--- config.mk ---
export PLATFORM = sky130hd
export DESIGN_NAME = sum_tx_sequencer
export DESIGN_NICKNAME = d
export VERILOG_FILES = /design/src/rtl/sum_tx_pkg.sv /design/src/rtl/btn_debounce.sv /design/src/rtl/sum_tx_sequencer.sv
export SDC_FILE = /design/constraint.sdc
export NUM_CORES = 1
export LEC_CHECK = 0
export CORE_MARGIN = 4
export CORE_UTILIZATION = 53
export CTS_CLUSTER_SIZE = 12
export DETAILED_ROUTE_END_ITERATION = 10
export PLACE_DENSITY = 0.75
export SETUP_SLACK_MARGIN = 0.05
export SLEW_MARGIN = 10
export SYNTH_ARGS = -nofsm -noshare
export SYNTH_HDL_FRONTEND = slang
export SYNTH_SLANG_ARGS = --single-unit
--- constraint.sdc ---
create_clock -name clk -period 2.3 [get_ports clk]
set_input_delay 0.46 -clock clk [delete_from_list [all_inputs] [get_ports clk]]
set_output_delay 0.46 -clock clk [all_outputs]
set_load 0.02 [all_outputs]
--- src/rtl/sum_tx_pkg.sv ---
// Shared types and constants for the operand-sum UART sequencer.
// frame_char() maps a 5-bit sum and character index to the ASCII byte sent.
package sum_tx_pkg;

  typedef enum logic [2:0] {
    ST_COLLECT,
    ST_SETTLE,
    ST_SEND,
    ST_WAIT_ACK,
    ST_WAIT_DONE
  } state_t;

  localparam logic [7:0] ASCII_0  = 8'h30;
  localparam logic [7:0] ASCII_CR = 8'h0D;
  localparam logic [7:0] ASCII_LF = 8'h0A;

  localparam int FRAME_LEN_DIGITS = 2;
  localparam int FRAME_LEN_CRLF   = 4;

  // Sums above 30 keep tens at 3 so the units digit never wraps past '9'.
  function automatic logic [7:0] frame_char(input logic [4:0] sum, input logic [1:0] idx);
    logic [1:0] tens;
    logic [4:0] units;
    if (sum >= 5'd30)      tens = 2'd3;
    else if (sum >= 5'd20) tens = 2'd2;
    else if (sum >= 5'd10) tens = 2'd1;
    else                   tens = 2'd0;
    units = sum - (5'(tens) * 5'd10);
    case (idx)
      2'd0:    frame_char = ASCII_0 + {6'd0, tens};
      2'd1:    frame_char = ASCII_0 + {3'd0, units};
      2'd2:    frame_char = ASCII_CR;
      default: frame_char = ASCII_LF;
    endcase
  endfunction

endpackage

--- src/rtl/btn_debounce.sv ---
// Two-flop synchroniser and stability counter for one active-low button.
// o_press pulses for one cycle when the debounced level falls from 1 to 0.
module btn_debounce #(
  parameter int DEBOUNCE_CYCLES = 250000
) (
  input  logic clk,
  input  logic reset_n,
  input  logic i_btn_n,
  output logic o_press
);

  localparam int CW = (DEBOUNCE_CYCLES > 1) ? $clog2(DEBOUNCE_CYCLES) : 1;

  logic          r_sync1;
  logic          r_sync2;
  logic          r_level;
  logic          r_press;
  logic [CW-1:0] r_cnt;

  always_ff @(posedge clk or negedge reset_n) begin
    if (!reset_n) begin
      r_sync1 <= 1'b1;
      r_sync2 <= 1'b1;
      r_level <= 1'b1;
      r_press <= 1'b0;
      r_cnt   <= '0;
    end else begin
      r_sync1 <= i_btn_n;
      r_sync2 <= r_sync1;
      r_press <= 1'b0;
      // Any return to the accepted level restarts the stability count.
      if (r_sync2 == r_level) begin
        r_cnt <= '0;
      end else if (r_cnt == CW'(DEBOUNCE_CYCLES - 1)) begin
        r_cnt   <= '0;
        r_level <= r_sync2;
        r_press <= r_level & ~r_sync2;
      end else begin
        r_cnt <= r_cnt + 1'b1;
      end
    end
  end

  assign o_press = r_press;

endmodule

--- src/rtl/sum_tx_sequencer.sv ---
// Sequences operand capture strobes, then sends the latched sum over UART
// as two ASCII decimal digits with an optional CR LF trailer.
module sum_tx_sequencer
  import sum_tx_pkg::*;
#(
  parameter int DEBOUNCE_CYCLES = 250000,
  parameter bit SEND_CRLF       = 1'b1,
  parameter int ACK_TIMEOUT     = 15
) (
  input  logic       clk,
  input  logic       reset_n,
  input  logic       btn_a_n,
  input  logic       btn_b_n,
  input  logic [4:0] sum_in,
  input  logic       uart_tx_busy,
  output logic       save_a_n,
  output logic       save_b_n,
  output logic       uart_tx_en,
  output logic [7:0] uart_tx_data,
  output logic       have_a,
  output logic       have_b,
  output logic       seq_busy,
  output logic       frame_done
);

  localparam int         TW        = (ACK_TIMEOUT > 1) ? $clog2(ACK_TIMEOUT) : 1;
  localparam int         FRAME_LEN = SEND_CRLF ? FRAME_LEN_CRLF : FRAME_LEN_DIGITS;
  localparam logic [1:0] LAST_IDX  = 2'(FRAME_LEN - 1);

  // Reset asserts asynchronously but is released on a clock edge.
  logic [1:0] r_rst_sync;
  logic       w_rst_n;

  always_ff @(posedge clk or negedge reset_n) begin
    if (!reset_n) r_rst_sync <= 2'b00;
    else          r_rst_sync <= {r_rst_sync[0], 1'b1};
  end

  assign w_rst_n = r_rst_sync[1];

  logic [1:0] w_btn_n;
  logic [1:0] w_press;

  assign w_btn_n = {btn_b_n, btn_a_n};

  for (genvar gi = 0; gi < 2; gi++) begin : g_db
    btn_debounce #(
      .DEBOUNCE_CYCLES(DEBOUNCE_CYCLES)
    ) u_db (
      .clk     (clk),
      .reset_n (w_rst_n),
      .i_btn_n (w_btn_n[gi]),
      .o_press (w_press[gi])
    );
  end

  state_t        r_state,      w_state_next;
  logic [1:0]    r_idx,        w_idx_next;
  logic [TW-1:0] r_to_cnt,     w_to_cnt_next;
  logic [4:0]    r_sum_q,      w_sum_q_next;
  logic [1:0]    r_have,       w_have_next;
  logic [1:0]    r_save_n,     w_save_n_next;
  logic          r_tx_en,      w_tx_en_next;
  logic [7:0]    r_tx_data,    w_tx_data_next;
  logic          r_frame_done, w_frame_done_next;

  always_ff @(posedge clk or negedge w_rst_n) begin
    if (!w_rst_n) begin
      r_state      <= ST_COLLECT;
      r_idx        <= 2'd0;
      r_to_cnt     <= '0;
      r_sum_q      <= 5'd0;
      r_have       <= 2'b00;
      r_save_n     <= 2'b11;
      r_tx_en      <= 1'b0;
      r_tx_data    <= 8'h00;
      r_frame_done <= 1'b0;
    end else begin
      r_state      <= w_state_next;
      r_idx        <= w_idx_next;
      r_to_cnt     <= w_to_cnt_next;
      r_sum_q      <= w_sum_q_next;
      r_have       <= w_have_next;
      r_save_n     <= w_save_n_next;
      r_tx_en      <= w_tx_en_next;
      r_tx_data    <= w_tx_data_next;
      r_frame_done <= w_frame_done_next;
    end
  end

  always_comb begin
    w_state_next      = r_state;
    w_idx_next        = r_idx;
    w_to_cnt_next     = r_to_cnt;
    w_sum_q_next      = r_sum_q;
    w_have_next       = r_have;
    w_save_n_next     = 2'b11;
    w_tx_en_next      = 1'b0;
    w_tx_data_next    = r_tx_data;
    w_frame_done_next = 1'b0;
    case (r_state)
      ST_COLLECT: begin
        w_save_n_next = ~w_press;
        w_have_next   = r_have | w_press;
        if (&(r_have | w_press)) w_state_next = ST_SETTLE;
      end
      ST_SETTLE: begin
        w_sum_q_next = sum_in;
        w_state_next = ST_SEND;
      end
      ST_SEND: begin
        if (!uart_tx_busy) begin
          w_tx_en_next   = 1'b1;
          w_tx_data_next = frame_char(r_sum_q, r_idx);
          w_to_cnt_next  = '0;
          w_state_next   = ST_WAIT_ACK;
        end
      end
      ST_WAIT_ACK: begin
        // A request the transmitter never acknowledged is re-issued unchanged.
        if (uart_tx_busy)                           w_state_next  = ST_WAIT_DONE;
        else if (r_to_cnt == TW'(ACK_TIMEOUT - 1)) w_state_next  = ST_SEND;
        else                                        w_to_cnt_next = r_to_cnt + 1'b1;
      end
      ST_WAIT_DONE: begin
        if (!uart_tx_busy) begin
          if (r_idx == LAST_IDX) begin
            w_frame_done_next = 1'b1;
            w_have_next       = 2'b00;
            w_idx_next        = 2'd0;
            w_state_next      = ST_COLLECT;
          end else begin
            w_idx_next   = r_idx + 2'd1;
            w_state_next = ST_SEND;
          end
        end
      end
      default: w_state_next = ST_COLLECT;
    endcase
  end

  assign save_a_n     = r_save_n[0];
  assign save_b_n     = r_save_n[1];
  assign uart_tx_en   = r_tx_en;
  assign uart_tx_data = r_tx_data;
  assign have_a       = r_have[0];
  assign have_b       = r_have[1];
  assign seq_busy     = (r_state != ST_COLLECT);
  assign frame_done   = r_frame_done;

endmodule

==> metrics.txt <==
CTS Sinks=72; Critical R2R Launch=r_sum_q[4]; placed instance area=3890 µm²; grt total ovfl=0; Syn Inst Count=356; H-tree level count=3; worst vdd ir=464 µV; Syn. warnings=0; GR Util met3=5.09%; fin nets=415; post-route minimum period=2.17 ns; layout cell share with drive strength beyond 1=11.9%; max_slew headroom=62.4%; sequential share of the synthesized area=51.1%; largest net degree at the start of global routing=56; reg2reg setup slack=0.13 ns; GRT Max-Usage Layer=met2; most instantiated library cell after synthesis=dfrtp_1; crit path kind=reg2reg; ANT nets after route=0; row cnt=29; worst r2r dst=uart_tx_data[3]; Synth top cells by count=dfrtp_1, nor2_1, xnor2_1, nand2_1, inv_1; Final Setup Violations=0; Die Wd=89.8 µm; First DRT Iteration DRCs=79; critical path capture point type=register; critical path's slowest cell=dfrtp_2; IO buf count=23; largest cells by area after synthesis=dfrtp_1, xnor2_1, dfstp_2, nor2_1, ha_1; skew final=0.0104 ns; Synth-to-Final Area Change=16.2%; RSZ-0062 raised after global routing=false; outcome=complete, no violations; CTS max path bufs=2; number of global-route vias before repair=2559; drc violations=0; Placer Congestion=0.840; CP Buf/Inv Count=1; leakage power=0.00168 µW; diode count=0; total of max-cap violations=0; grt met2 use=28.5%; setup total negative slack=0 ns; WL/cell=13.9 µm; Slew @ Worst Pin=0.562 ns; worst slack, placed=0.0433 ns; post-synthesis async set-or-reset flop share=100%; worst-path cell chain=nor2b_4 > nor2_1 > nor2_2 > ha_2 > inv_1 > ha_1 > or3_1 > a311oi_1 > o21ai_0; drt pass-1 iters=4; Tcrit/Tclk final=94.3%; Pins Over Slew Limit=0; via count=2615; Die ar.=8060 µm²; Die H=89.8 µm; clock-pin slew on the worst setup and hold paths=0.07 ns; io pins=25; fmax=0.461 GHz; Post-Syn Area per Cell=9.95 µm²; Cell Area, Synth=3540 µm²; Initial Util=55.2%; Post-synth EDFFs=0; worst skew pair latency=0.35 ns; crit path max fanout=7; Synth area leader=dfrtp_1; final instance area=4120 µm²; CP startpoint kind=register; Tot Pwr=3960 µW; dominant synthesized flop cell=dfrtp_1; CTS tree=built; power per cell area=961 nW/µm²; Hold/Removal Path Class=reg2async; CP arrival=2.38 ns; Placeable Area=6420 µm²; CP Data Required Time=2.52 ns; reg2reg path depth=9; Via-to-Cell Ratio=5.54; Final Instance Count excl. Fillers=472; setup ws final=0.132 ns; global-route wire length before repair=11500 µm; routing usage on met1=22.1%; cts bufs inserted=9; Hold Fails Final Rpt=0; hpwl dp=4550 µm; CTS root buf=clkbuf_8; synthesized flop and latch total=72; top cell family by delay on the critical path=simple AND/OR/NAND/NOR gates; Syn Nets=381; slowest stage delay, CP=0.47 ns; Yosys cell types=49; Total Wirelength=6550 µm; placed cell count=455; initial antenna violation count=0; GRT Util Overall=17.5%; top cell type's share of synthesized area=45.2%; hold_buf cts=0
sequential cells by signal, indices dropped and copies added (netlist names), 3 cells and up:
| name | count |
|---|---|
| uart_tx_data | 6 |
| g_db.u_db.r_cnt | 36 |
| r_to_cnt | 4 |
| r_sum_q | 5 |
| r_state | 3 |
worst max-delay path by stage:
stage	endpoint	slack, ns	start	cells after the start
after CTS	uart_tx_data[3]	0.06	r_sum_q[2]	8
after global routing	uart_tx_data[3]	0.04	r_sum_q[4]	9
after detailed placement	uart_tx_data[3]	0.04	r_sum_q[4]	9
after floorplan	frame_done	0.16	r_rst_sync[1]	0
after global placement	uart_tx_data[6]	0.12	uart_tx_busy	5
final	uart_tx_data[3]	0.13	r_sum_q[4]	9
cell families (layout without fill, tap and decap cells):
| group | count (synthesis) | count (layout) | synth area share (%) |
|---|---|---|---|
| AOI/OAI and AO/OA | 42 | 42 | 7.42 |
| xor gates and xnor gates | 32 | 32 | 7.91 |
| adders and majority gates | 15 | 15 | 5.30 |
| buffers and inverters | 31 | 70 | 3.64 |
| DFF | 72 | 72 | 51.1 |
| muxes | 8 | 8 | 2.40 |
| other | 2 | 2 | 0.212 |
| and+or+nand+nor | 154 | 154 | 22.0 |
repair_timing:
item	in CTS	in global routing
gates cloned	0	0
setup endpoints to repair	2	4
resized for setup	2	11
pin swaps	0	1
buffers inserted	0	1
hold endpoints to repair	0	0
stage by stage:
stage	util, %	hold WS [ns]
5_1_grt	64.1	0.227
3_3_place_gp	60.6	0.185
6_report	64.1	0.176
2_1_floorplan	-	0.164
4_1_cts	63.4	0.194
3_5_place_dp	60.6	0.192
power by group:
part | total [µW] | leakage [µW] | internal [µW] | switching (µW)
Clock | 888 | 0.0000850 | 454 | 434
Sequential | 1700 | 0.000932 | 1460 | 235
Combinational | 1370 | 0.000664 | 662 | 708
placed cells by master, fill, tap and decap left out, types with 5 or more instances in the layout:
cell	count
a21oi_1	11
buf_4	7
clkbuf_1	5
clkbuf_8	11
clkdlybuf4s50_1	23
dfrtp_1	60
dfstp_2	8
ha_1	14
inv_1	23
nand2_1	25
nand3_1	15
nand4_1	10
nor2_1	52
nor3_1	9
nor4_1	15
o21ai_0	14
xnor2_1	27
xor2_1	5
final cells by class:
cell class,count,area (µm²)
Clock buffer,16,170
Fill cell,531,2300
Inverter,23,86.3
Multi-Input combinational cell,253,1650
Sequential cell,72,1820
Tap cell,77,96.3
Timing Repair Buffer,31,303
routing by layer:
layer | share of wire [%] | wire (µm) | up-vias
li1 | - | - | 1305
met2 | 49 | 3190 | 31
met4 | 1.7 | 110 | 0
met5 | 0 | 0 | -
met1 | 46 | 3040 | 1268
met3 | 3.3 | 214 | 11
No activity file was read; power rests on OpenSTA's default activity.
